## src/rtl/alu_pkg.sv

```systemverilog
// alu_pkg: shared definitions for the MIPS ALU and the ALU-control decoder.
//   alu_op_t       3-bit ALU operation code
//   OP_AND..OP_SLT operation encodings; codes 011, 100 and 101 are unused
package alu_pkg;

    typedef logic [2:0] alu_op_t;

    localparam alu_op_t OP_AND = 3'b000;
    localparam alu_op_t OP_OR  = 3'b001;
    localparam alu_op_t OP_ADD = 3'b010;
    localparam alu_op_t OP_SUB = 3'b110;
    localparam alu_op_t OP_SLT = 3'b111;

endpackage : alu_pkg

```

## src/rtl/alu32_core.sv

```systemverilog
// alu32_core: combinational datapath of the MIPS ALU.
//   a, b       operands
//   op         operation select (alu_op_t)
//   result     next Result value
//   carry_out  carry out of the shared adder (0 for logic/unused ops)
//   zero       1 when result is all zeros
module alu32_core
    import alu_pkg::*;
#(
    parameter int WIDTH = 32
) (
    input  logic [WIDTH-1:0] a,
    input  logic [WIDTH-1:0] b,
    input  alu_op_t          op,
    output logic [WIDTH-1:0] result,
    output logic             carry_out,
    output logic             zero
);

    // One adder serves ADD, SUB and SLT: op[2] selects subtraction by
    // inverting B and injecting a carry-in of 1 (A + ~B + 1).
    logic [WIDTH-1:0] b_eff;
    logic [WIDTH:0]   sum;
    logic [WIDTH-1:0] diff;
    logic             ovf;
    logic             less;

    assign b_eff = op[2] ? ~b : b;
    assign sum   = {1'b0, a} + {1'b0, b_eff} + {{WIDTH{1'b0}}, op[2]};
    assign diff  = sum[WIDTH-1:0];

    // Signed less-than: the sign of A-B is wrong exactly when the
    // subtraction overflowed, which only happens for operands of opposite sign.
    assign ovf  = (a[WIDTH-1] != b[WIDTH-1]) && (diff[WIDTH-1] != a[WIDTH-1]);
    assign less = diff[WIDTH-1] ^ ovf;

    always_comb begin
        // NOTE: defaults first so every path assigns every output and no latch is inferred.
        result    = '0;
        carry_out = 1'b0;
        unique case (op)
            OP_AND: result = a & b;
            OP_OR:  result = a | b;
            OP_ADD, OP_SUB: begin
                result    = diff;
                carry_out = sum[WIDTH];
            end
            OP_SLT: begin
                result    = {{(WIDTH-1){1'b0}}, less};
                carry_out = sum[WIDTH];
            end
            default: begin
                result    = '0;
                carry_out = 1'b0;
            end
        endcase
    end

    // Zero is derived from the very value being registered so the two stay coherent.
    assign zero = (result == '0);

endmodule : alu32_core

```

## src/rtl/alu_32bit.sv

```systemverilog
// alu_32bit: registered 32-bit MIPS ALU (one cycle latency).
//   clk       rising-edge clock
//   rst_n     asynchronous active-low reset (Result=0, CarryOut=0, Zero=1)
//   Zero      registered; 1 when Result is all zeros
//   CarryOut  registered adder carry out
//   Result    registered operation result
//   A, B      operands
//   Op        operation select
module alu_32bit
    import alu_pkg::*;
#(
    parameter int WIDTH = 32
) (
    input  logic             clk,
    input  logic             rst_n,
    output logic             Zero,
    output logic             CarryOut,
    output logic [WIDTH-1:0] Result,
    input  logic [WIDTH-1:0] A,
    input  logic [WIDTH-1:0] B,
    input  alu_op_t          Op
);

    logic [WIDTH-1:0] next_result;
    logic             next_carry;
    logic             next_zero;

    alu32_core #(
        .WIDTH (WIDTH)
    ) u_core (
        .a         (A),
        .b         (B),
        .op        (Op),
        .result    (next_result),
        .carry_out (next_carry),
        .zero      (next_zero)
    );

    // NOTE: sequential state uses non-blocking assignments; reset is asynchronous
    // so the outputs take their reset values the moment rst_n falls.
    always_ff @(posedge clk or negedge rst_n) begin
        if (!rst_n) begin
            Result   <= '0;
            CarryOut <= 1'b0;
            Zero     <= 1'b1;
        end else begin
            Result   <= next_result;
            CarryOut <= next_carry;
            Zero     <= next_zero;
        end
    end

endmodule : alu_32bit

```

## config.mk

```make
export PLATFORM = sky130hd
export DESIGN_NAME = alu_32bit
export DESIGN_NICKNAME = d
export VERILOG_FILES = /design/src/rtl/alu_pkg.sv /design/src/rtl/alu32_core.sv /design/src/rtl/alu_32bit.sv
export SDC_FILE = /design/constraint.sdc
export NUM_CORES = 1
export LEC_CHECK = 0
export CAP_MARGIN = 40
export CELL_PAD_IN_SITES_DETAIL_PLACEMENT = 1
export CELL_PAD_IN_SITES_GLOBAL_PLACEMENT = 1
export CORE_MARGIN = 2
export CORE_UTILIZATION = 41
export CTS_BUF_LIST = sky130_fd_sc_hd__clkbuf_4 sky130_fd_sc_hd__clkbuf_8
export CTS_CLUSTER_DIAMETER = 60
export CTS_CLUSTER_SIZE = 8
export DETAILED_ROUTE_END_ITERATION = 7
export PLACE_DENSITY_LB_ADDON = 0.1
export SYNTH_ARGS = -nofsm -noshare
export SYNTH_HDL_FRONTEND = slang
export SYNTH_SLANG_ARGS = --single-unit
```

## constraint.sdc

```tcl
create_clock -name clk -period 1.6 [get_ports clk]
set_clock_uncertainty 0.2 [all_clocks]
set_input_delay 0.32 -clock clk [delete_from_list [all_inputs] [get_ports clk]]
set_output_delay 0.32 -clock clk [all_outputs]
set_load 0.1 [all_outputs]
```

==> impl_metrics.ini, run 1 <==
[outcome]
status = did not finish
stop_stage = detailed placement (3_5_place_dp)
error = [ERROR DPL-0033] detailed placement checks failed during check placement.

[yosys]
yosysSeqAreaShare_pct = 20.86
synthesis.area_mm2 = 0.004085
ys_warn_count = 0
ys_seq_elements = 34
synthArstFlopShare_pct = 100.0
yosys.area_share.simple_pct = 19.14
synthTopCellsByArea = dfrtp_1 (20%), ha_1 (11%), xor2_1 (9.0%), maj3_1 (6.1%), nand2_1 (5.1%)
synth_top_area_share_pct = 20.21
synth-edff-count = 0
synth_top_flop_cell = dfrtp_1
ys_types = 77
post_synth.cell_area_avg_um2 = 8.187
yosysMostFrequentCell = nand2_1
synthMuxAreaShare_pct = 0.8270
syn_inst = 499
syn_nets = 605
ys_top_cells_by_count = nand2_1 (55), xor2_1 (42), ha_1 (36)
synth_top_family_by_area = compound AO/OA/AOI/OAI gates
synth_xor_area_share_pct = 10.93
synth_area_leader_cell = dfrtp_1
synth-compound-area-share_pct = 26.52
synthAdderAreaFrac_pct = 17.64

[die]
start_util_pct = 41.99
die_h_um = 103.8
num_rows = 36
ios = 103
die_w_um = 103.8

[place]
dpl.hpwl_um = 22680
io_buffer_count = 102
place_congestion = 0.9627
==> through the flow <==
stage	cell area [um^2]	hold WS, ps	worst slack [ps]	instances
2_1_floorplan	4395	-175.6	-1775	499
3_3_place_gp	7206	518.8	-2309	905
==> cell families after synthesis <==
group                    after synthesis
adder cells (fa/ha/maj)               62
XOR/XNOR                              51
AND/OR/NAND/NOR                      153
AO/OA/AOI/OAI                        158
multiplexers                           3
flip-flops                            34
buffers and inverters                 38
==> run 2, diff against run 1 <==
==> config.mk (replaced) <==
export PLATFORM = sky130hd
export DESIGN_NAME = alu_32bit
export DESIGN_NICKNAME = d
export VERILOG_FILES = /design/src/rtl/alu_pkg.sv /design/src/rtl/alu32_core.sv /design/src/rtl/alu_32bit.sv
export SDC_FILE = /design/constraint.sdc
export NUM_CORES = 1
export LEC_CHECK = 0
export CAP_MARGIN = 40
export CORE_MARGIN = 2
export CORE_UTILIZATION = 40
export DETAILED_ROUTE_END_ITERATION = 7
export PLACE_DENSITY_LB_ADDON = 0.15
export SYNTH_ARGS = -nofsm -noshare
export SYNTH_HDL_FRONTEND = slang
export SYNTH_SLANG_ARGS = --single-unit
==> run 2 against run 1 <==
  * The flow now finishes, with violations (negative setup slack)
  * Synthesized cell count unchanged
  * Area after synthesis unchanged
==> impl_metrics.ini, run 2 <==
[outcome]
status = complete, but fails checks
violations = negative setup slack

[cells_and_area]
regMostFlops = Result
area_growth_pct = 114.7
finalNonFillerCells = 953
drive_above_1_share_pct = 55.12
largestRegisters = Result x32, CarryOut x1, Zero x1
final_cell_mix = buf_4 (193), nand2_1 (42), buf_6 (40)
antennaDiodeCount = 0
final_nets = 925
final_common_cell = buf_4
largest_reg_flops = 32

[die]
die_w_um = 105.1
die_h_um = 105.1
coreArea_mm2 = 0.009864
start_util_pct = 41.41
ios = 103
num_rows = 36
dieArea_mm2 = 0.01104

[yosys]
yosysMostFrequentCell = nand2_1
ys_warn_count = 0
synth_area_leader_cell = dfrtp_1
ys_top_cells_by_count = nand2_1 (55), xor2_1 (42), ha_1 (36)
yosysSeqAreaShare_pct = 20.86
synth-edff-count = 0
ys_seq_elements = 34
syn_nets = 605
synthTopCellsByArea = dfrtp_1 (20%), ha_1 (11%), xor2_1 (9.0%), maj3_1 (6.1%), nand2_1 (5.1%)
synth_top_flop_cell = dfrtp_1
post_synth.cell_area_avg_um2 = 8.187
syn_inst = 499
synthesis.area_mm2 = 0.004085
ys_types = 77
synth_top_area_share_pct = 20.21
synthArstFlopShare_pct = 100.0

[worst_setup_path]
worstSetupPathType = input pin to flip-flop
worst_ep_required_time_ps = 1620
crit_fanout = 8
start_kind = input pin
cp-end-kind = flip-flop
worstPathArrival_ps = 3660

[place]
place_congestion = 0.9108
io_buffer_count = 102
placed_cells = 890
dpl.hpwl_um = 13380

[routing]
route.vias.total = 6011
routedWlPerCell_um = 24.82
drt-vias-per-instance = 6.307
wl_met2_um = 11240
drtIter0Drc = 633
drtPass1Iterations = 7
wl_um = 23650
ant_nets = 0
top_layer = met4
drc = 0
wl_met1_um = 8675
met3WireLength_um = 2024

[sta]
max-slew-margin-rel_pct = 67.95
worstMarginPinSlew_ps = 480.8
final_max_slew_viol_count = 0
tns_ps = -38240
fin_crit_ps = 3644
fmax_mhz = 274.4
rsz0062_at_grt = true
setup_viol = 34
fin_crit_sh_pct = 227.8
hold_viol = 0
fin_ws_ps = -2044

[job]
maxCapViolCount = 0

[clock_network]
clockBufferDepth = 2
path_clk_slew_ps = 100
numCtsBuffers = 5
htreeDepth = 2
root_buffer = clkbuf_8
clock-sinks = 34
cts_tree = yes

[global_route]
grt_max_degree = 35
grt_pass1_vias = 5947
antenna_found_initial = 0
grt_pass1_wl_um = 31250
grt_remaining_overflow = 0
grt_use_total_pct = 35.97

[min_path]
hold_path.class = input pin to asynchronous set/reset pin

[power]
power_mw = 7.274
power.density_mw_per_mm2 = 829.4
leakagePower_nw = 3.849
vdd_drop_max_mv = 0.6122
[run 2: path summary, 6_finish.rpt]
path	startpoint	endpoint	slack, ps
setup / recovery	Op[2]	Zero$_DFF_PN1_	-2040
min in group clk	B[6]	Result[6]$_DFF_PN0_	410
max in group asynchronous	rst_n	Zero$_DFF_PN1_	740
hold / removal	rst_n	Result[0]$_DFF_PN0_	190
[run 2: repair_timing]
item | in CTS | in global routing
gates cloned | 1 | 0
pin swaps | 75 | 50
resized for setup | 187 | 89
endpoints found under the setup margin | 34 | 34
hold buffers | 0 | 0
setup buffers | 46 | 21
[run 2: kinds of logic (layout without fill, tap and decap cells)]
kind of cell             Yosys count  after routing  synth area share [%]
flip-flops                        34             34                 20.86
buffers and inverters             38            359                 4.074
adder cells (fa/ha/maj)           62             62                 17.64
XOR/XNOR                          51             51                 10.93
AO/OA/AOI/OAI                    158            158                 26.52
multiplexers                       3              3                0.8269
AND/OR/NAND/NOR                  153            153                 19.14
[run 2: metal layers]
metal	GRT usage, %	vias up
li1	-	2511
met1	43.95	2856
met2	61.04	472
met3	6.425	172
met4	17.05	0
met5	0	-
[run 2: critical path, cell delays in order]
cell and delay (ps):
buf_12 120, buf_12 160, xor2_1 360, ha_4 290
a21oi_2 160, o21a_1 190, o22ai_2 110, buf_4 160
o31ai_4 270, o2bb2ai_2 180, buf_6 150, o21ai_4 60
a221o_1 350, xor2_2 200, a211o_1 300, nor4_2 260
[run 2: final cells by class]
cell class,count,area [um^2]
flip-flops and latches,34,852.1
repair buffers,339,3322
fillers,454,1095
clock buffers,6,82.58
clock inverters,2,12.51
multi-input cells,427,4289
inverters,12,45.04
well taps,133,166.4
[run 2: metrics by stage]
step	setup slack, ps	utilization, %	hold WS (ps)	area (um^2)
final	-2044	88.90	193.3	8770
after global routing	-2123	88.90	215.7	8770
after CTS	-1792	83.31	206.8	8218
after detailed placement	-2487	72.03	526.2	7106
after global placement	-2411	72.03	520.7	7106
after floorplan	-1775	-	-175.6	4395
[run 2: power breakdown]
| part | switching, mW | internal, mW |
|---|---|---|
| Sequential | 0.107 | 0.969 |
| Combinational | 2.97 | 2.46 |
| Clock | 0.423 | 0.348 |
| Total | 3.50 | 3.77 |
Note: power is estimated with default switching activity, not from simulation.
==> run 3, diff against run 2 <==
--- a/config.mk
+++ b/config.mk
@@ -6,6 +6,7 @@
 export NUM_CORES = 1
 export LEC_CHECK = 0
 export CAP_MARGIN = 40
+export CORE_ASPECT_RATIO = 1.1
 export CORE_MARGIN = 2
 export CORE_UTILIZATION = 40
 export DETAILED_ROUTE_END_ITERATION = 7
==> run 3 against run 2 <==
  * The run still ends with negative setup slack left
  * Via count up 4.7%
  * Flip-flop and latch count unchanged
  * Sequential share of layout area down 0.19 points
  * Combinational power up 2%
  * First-iteration DRC count down 17%
  * Sequential power about the same
  * Non-clock buffer count up 43
  * Clock power up 18%
  * Largest power group unchanged
  * Die area about the same
  * Critical endpoint unchanged
  * Global-route usage about the same
==> impl_metrics.ini, run 3 (synthesized netlist as in run 2, its figures left out) <==
[outcome]
status = complete, but fails checks
violations = negative setup slack

[global_route]
grt_pass1_wl_um = 30590
grt_use_total_pct = 35.94
grt_remaining_overflow = 0
grt_pass1_vias = 5931
antenna_found_initial = 0
grt_max_degree = 35

[sta]
hold_viol = 0
fin_crit_sh_pct = 232.8
worstMarginPinSlew_ps = 532.8
fin_ws_ps = -2124
fin_crit_ps = 3724
max-slew-margin-rel_pct = 64.26
final_max_slew_viol_count = 0
rsz0062_at_grt = true
fmax_mhz = 268.5
setup_viol = 33

[die]
die_w_um = 100.4
start_util_pct = 41.31
die_h_um = 110.0
coreArea_mm2 = 0.009889
dieArea_mm2 = 0.01104
ios = 103
num_rows = 38

[cells_and_area]
antennaDiodeCount = 0
finalNonFillerCells = 982
register_area_um2 = 852.1
final_common_cell = buf_4
drive_above_1_share_pct = 54.76
final_nets = 968
multi_input_area_mm2 = 0.004073
regMostFlops = Result
final_area_mm2 = 0.008944
largest_reg_flops = 32
fill_cells = 391
final_cell_mix = buf_4 (224), buf_6 (49), nand2_1 (45)
largestRegisters = Result x32, CarryOut x1, Zero x1
area_growth_pct = 118.9

[clock_network]
clock-sinks = 34
clockBufferDepth = 2
path_clk_slew_ps = 120
hold_buffers = 0
numCtsBuffers = 5
root_buffer = clkbuf_8
cts_tree = yes
htreeDepth = 2

[worst_setup_path]
crit_top_cell = buf_12
path_cells = buf_12, buf_12, buf_12, xor2_1, ha_1, nand2_2, or3_4, a2111oi_4, o31ai_4, o2bb2ai_4, mux2i_1, buf_4, nand4b_1, nor4_2, nand4b_1, nor4_2
crit_start = Op[2]
crit_slowest_cell = or3_4
critPathMaxStageDelay_ps = 430
start_kind = input pin
worstPathArrival_ps = 3730
cp-end-kind = flip-flop
path_buf_inv = 4
cpLargestDelayFamily = simple AND/OR/NAND/NOR gates
worstSetupPathType = input pin to flip-flop
crit_fanout = 8
worst_ep_required_time_ps = 1610

[routing]
route.vias.total = 6291
drt-vias-per-instance = 6.406
wl_um = 24410
routedWlPerCell_um = 24.86
drtIter0Drc = 525
ant_nets = 0
drtPass1Iterations = 5
drc = 0

[power]
power.switching_mw = 3.485
leakagePower_nw = 4.058
switching_share_pct = 46.24
combinationalPowerShare_pct = 73.6
pwr-share-seq_pct = 14.3
power.density_mw_per_mm2 = 842.7
p_int_mw = 4.052
vdd_drop_max_mv = 0.5608
p_clk_share_pct = 12.1

[place]
io_buffer_count = 102
dpl.hpwl_um = 13790
placed_area_mm2 = 0.007312
place_congestion = 0.9350
placed_cells = 905
place_ws_ps = -2593

[job]
maxCapViolCount = 0

[min_path]
hold_path.class = input pin to asynchronous set/reset pin
## run 3: cell count changes in the layout (fill, tap and decap cells not counted), sizes merged
| cell | previous run | this run |
|---|---|---|
| dlygate4sd2 | 29 | 21 |
| dlymetal6s2s | 2 | 3 |
| buf | 275 | 316 |
| clkdlybuf4s15 | 2 | 0 |
| clkinv | 1 | 0 |
| clkinvlp | 1 | 0 |
| clkdlybuf4s50 | 30 | 41 |
| bufinv | 0 | 1 |
## run 3: layout make-up
type,instances,area share (%)
well taps,120,1.679
multi-input cells,427,45.54
clock inverters,1,0.3358
flip-flops and latches,34,9.527
inverters,12,0.5036
repair buffers,382,41.49
clock buffers,6,0.9233
## run 3: layer usage
| metal | GRT usage (%) | share of wire (%) | vias up |
|---|---|---|---|
| li1 | - | - | 2585 |
| met1 | 43.41 | 34 | 2966 |
| met2 | 65.20 | 49 | 545 |
| met3 | 3.909 | 9.1 | 195 |
| met4 | 14.48 | 8.6 | 0 |
| met5 | 0 | 0 | - |
## run 3: metrics by stage
step                      hold WS (ps)  power (mW)  utilization (%)  setup TNS (ps)
final                            183.1       7.537            90.44          -43020
after detailed placement         527.1       5.296            73.94          -56230
after CTS                        208.8       6.733            84.05          -37900
after global routing             205.6       7.728            90.44          -44630
after floorplan                 -175.6       3.341                -          -30650
after global placement           526.6       5.231            73.94          -54360
## run 3: timing repair
item / 4_1_cts / 5_1_grt
resized for setup: 151 / 83
pin swaps: 104 / 74
setup buffers: 45 / 36
endpoints found under the setup margin: 34 / 34
## run 3: path summary, 6_finish.rpt
path | end | slack, ps | cells past startpoint
worst min-delay path | Result[11]$_DFF_PN0_ | 180 | 2
max in group asynchronous | Zero$_DFF_PN1_ | 720 | 2
worst max-delay path | Zero$_DFF_PN1_ | -2120 | 16
min in group clk | Result[17]$_DFF_PN0_ | 380 | 3
## run 3: power groups by stage
stage / Sequential [mW] / Combinational [mW] / Clock [mW]
after CTS: 1.07 / 4.79 / 0.873
after detailed placement: 1.09 / 4.21 / 0
final: 1.08 / 5.55 / 0.913
after floorplan: 1.83 / 1.51 / 0
after global routing: 1.09 / 5.71 / 0.930
after global placement: 1.08 / 4.15 / 0
==> run 4, diff against run 3 <==
--- a/config.mk
+++ b/config.mk
@@ -10,6 +10,7 @@
 export CORE_MARGIN = 2
 export CORE_UTILIZATION = 40
 export DETAILED_ROUTE_END_ITERATION = 7
+export GPL_TIMING_DRIVEN = 0
 export PLACE_DENSITY_LB_ADDON = 0.15
 export SYNTH_ARGS = -nofsm -noshare
 export SYNTH_HDL_FRONTEND = slang
==> run 4 against run 3 <==
  * The flow still finishes with violations (negative setup slack)
  * Clock power down 8.7%
  * Final area is 18% lower
  * Die area unchanged
  * Combinational power decreased by 21%
  * Critical path type unchanged
  * Largest power group unchanged
  * Highest routed layer unchanged
==> impl_metrics.ini, run 4 (synthesized netlist as in run 2, its figures left out) <==
[worst_setup_path]
worstPathArrival_ps = 3610
cp-end-kind = flip-flop
start_kind = input pin
crit_fanout = 5
worstSetupPathType = input pin to flip-flop
worst_ep_required_time_ps = 1620

[die]
coreArea_mm2 = 0.009889
dieArea_mm2 = 0.01104
start_util_pct = 41.31
ios = 103
die_h_um = 110.0
die_w_um = 100.4
num_rows = 38

[cells_and_area]
largest_reg_flops = 32
final_nets = 789
finalNonFillerCells = 804
drive_above_1_share_pct = 40.50
fill_cells = 704
regMostFlops = Result
antennaDiodeCount = 0
multi_input_area_mm2 = 0.003940
register_area_um2 = 852.1
largestRegisters = Result x32, CarryOut x1, Zero x1
area_growth_pct = 79.82
final_cell_mix = buf_4 (55), nand2_1 (48), buf_12 (36)
final_common_cell = buf_4

[sta]
worstMarginPinSlew_ps = 827.8
hold_viol = 0
fin_ws_ps = -1995
final_max_slew_viol_count = 0
max-slew-margin-rel_pct = 44.81
fin_crit_sh_pct = 224.7
fin_crit_ps = 3595
setup_viol = 33
tns_ps = -35840
rsz0062_at_grt = true
fmax_mhz = 278.2

[routing]
routedWlPerCell_um = 21.91
wl_um = 17620
drc = 0
drt-vias-per-instance = 6.172
drtPass1Iterations = 5
drtIter0Drc = 337
route.vias.total = 4962
ant_nets = 0

[global_route]
grt_max_degree = 35
met3_usage_pct = 3.783
grt_use_total_pct = 31.61
met1_usage_pct = 40.32
antenna_found_initial = 0
grt_pass1_vias = 4940
top_usage_layer = met2
grt_pass1_wl_um = 26610
met2_usage_pct = 55.61
grt_remaining_overflow = 0

[clock_network]
clock-sinks = 34
numCtsBuffers = 5
cts_tree = yes
htreeDepth = 2
root_buffer = clkbuf_8
clockBufferDepth = 2
path_clk_slew_ps = 80

[power]
power.density_mw_per_mm2 = 855.2
leakagePower_nw = 3.102
vdd_drop_max_mv = 0.4069

[place]
place_ws_ps = -2796
place_congestion = 0.9367
placed_cells = 754
io_buffer_count = 101
dpl.hpwl_um = 12420

[min_path]
min-delay-start = Op[2]
min_delay_path_depth = 4
hold_path.class = input pin to flip-flop
min_to = CarryOut$_DFF_PN0_

[outcome]
violations = negative setup slack
status = complete, but fails checks

[job]
maxCapViolCount = 0
[run 4: cell type report]
cell class	count	area share, %
flip-flops and latches	34	11.60
well taps	120	2.044
multi-input cells	427	53.64
inverters	12	0.6132
clock inverters	1	0.4088
plain buffers	25	3.560
clock buffers	7	1.039
repair buffers	178	27.10
[run 4: repair_timing]
| item | in CTS | in global routing |
|---|---|---|
| endpoints found under the hold margin | 33 | 0 |
| hold buffers | 1 | 0 |
| buffers inserted | 66 | 12 |
| pin swaps | 94 | 46 |
| gates resized for setup | 200 | 43 |
| endpoints found under the setup margin | 68 | 34 |
[run 4: through the flow]
stage          hold WS, ps  total power, mW  instance area [um^2]  utilization, %
6_report             297.3            6.282                  7346           74.28
5_1_grt              336.7            6.531                  7346           74.28
4_1_cts              259.3            6.014                  7093           71.72
3_5_place_dp         249.0            4.610                  6075           61.42
3_3_place_gp         438.4            4.192                  5557           56.19
2_1_floorplan       -175.6            3.341                  4395               -
[run 4: routing by layer]
layer / routed length, um / share of wire, %
met5: 0 / 0
met1: 7210 / 41
met2: 8692 / 49
met4: 510 / 2.9
met3: 1203 / 6.8
[run 4: critical path, cell delays in order]
cell and delay [ps]:
buf_12 110, buf_12 140, buf_8 130, xor2_2 190, ha_4 290, buf_4 100
nand2_1 90, o22a_2 280, a2111oi_4 350, o31ai_1 140, a32o_2 320, nor3_4 200
nand4b_1 220, nor4_4 270, nand4b_1 170, nor4_2 280
[run 4: where the power goes]
part           leakage (nW)  total [mW]  switching, mW  internal (mW)
clock network        0.0524       0.834          0.367          0.467
logic                  2.61        4.37           2.50           1.87
registers             0.438        1.07          0.106          0.969
total                  3.10        6.28           2.97           3.31
[run 4: worst max path at each step]
stage / end / startpoint / cells past startpoint
final: Zero$_DFF_PN1_ / Op[2] / 16
after global routing: Zero$_DFF_PN1_ / Op[2] / 15
after CTS: Zero$_DFF_PN1_ / Op[2] / 15
after detailed placement: Zero$_DFF_PN1_ / B[1] / 14
after global placement: Zero$_DFF_PN1_ / B[0] / 13
after floorplan: Zero$_DFF_PN1_ / Op[2] / 13
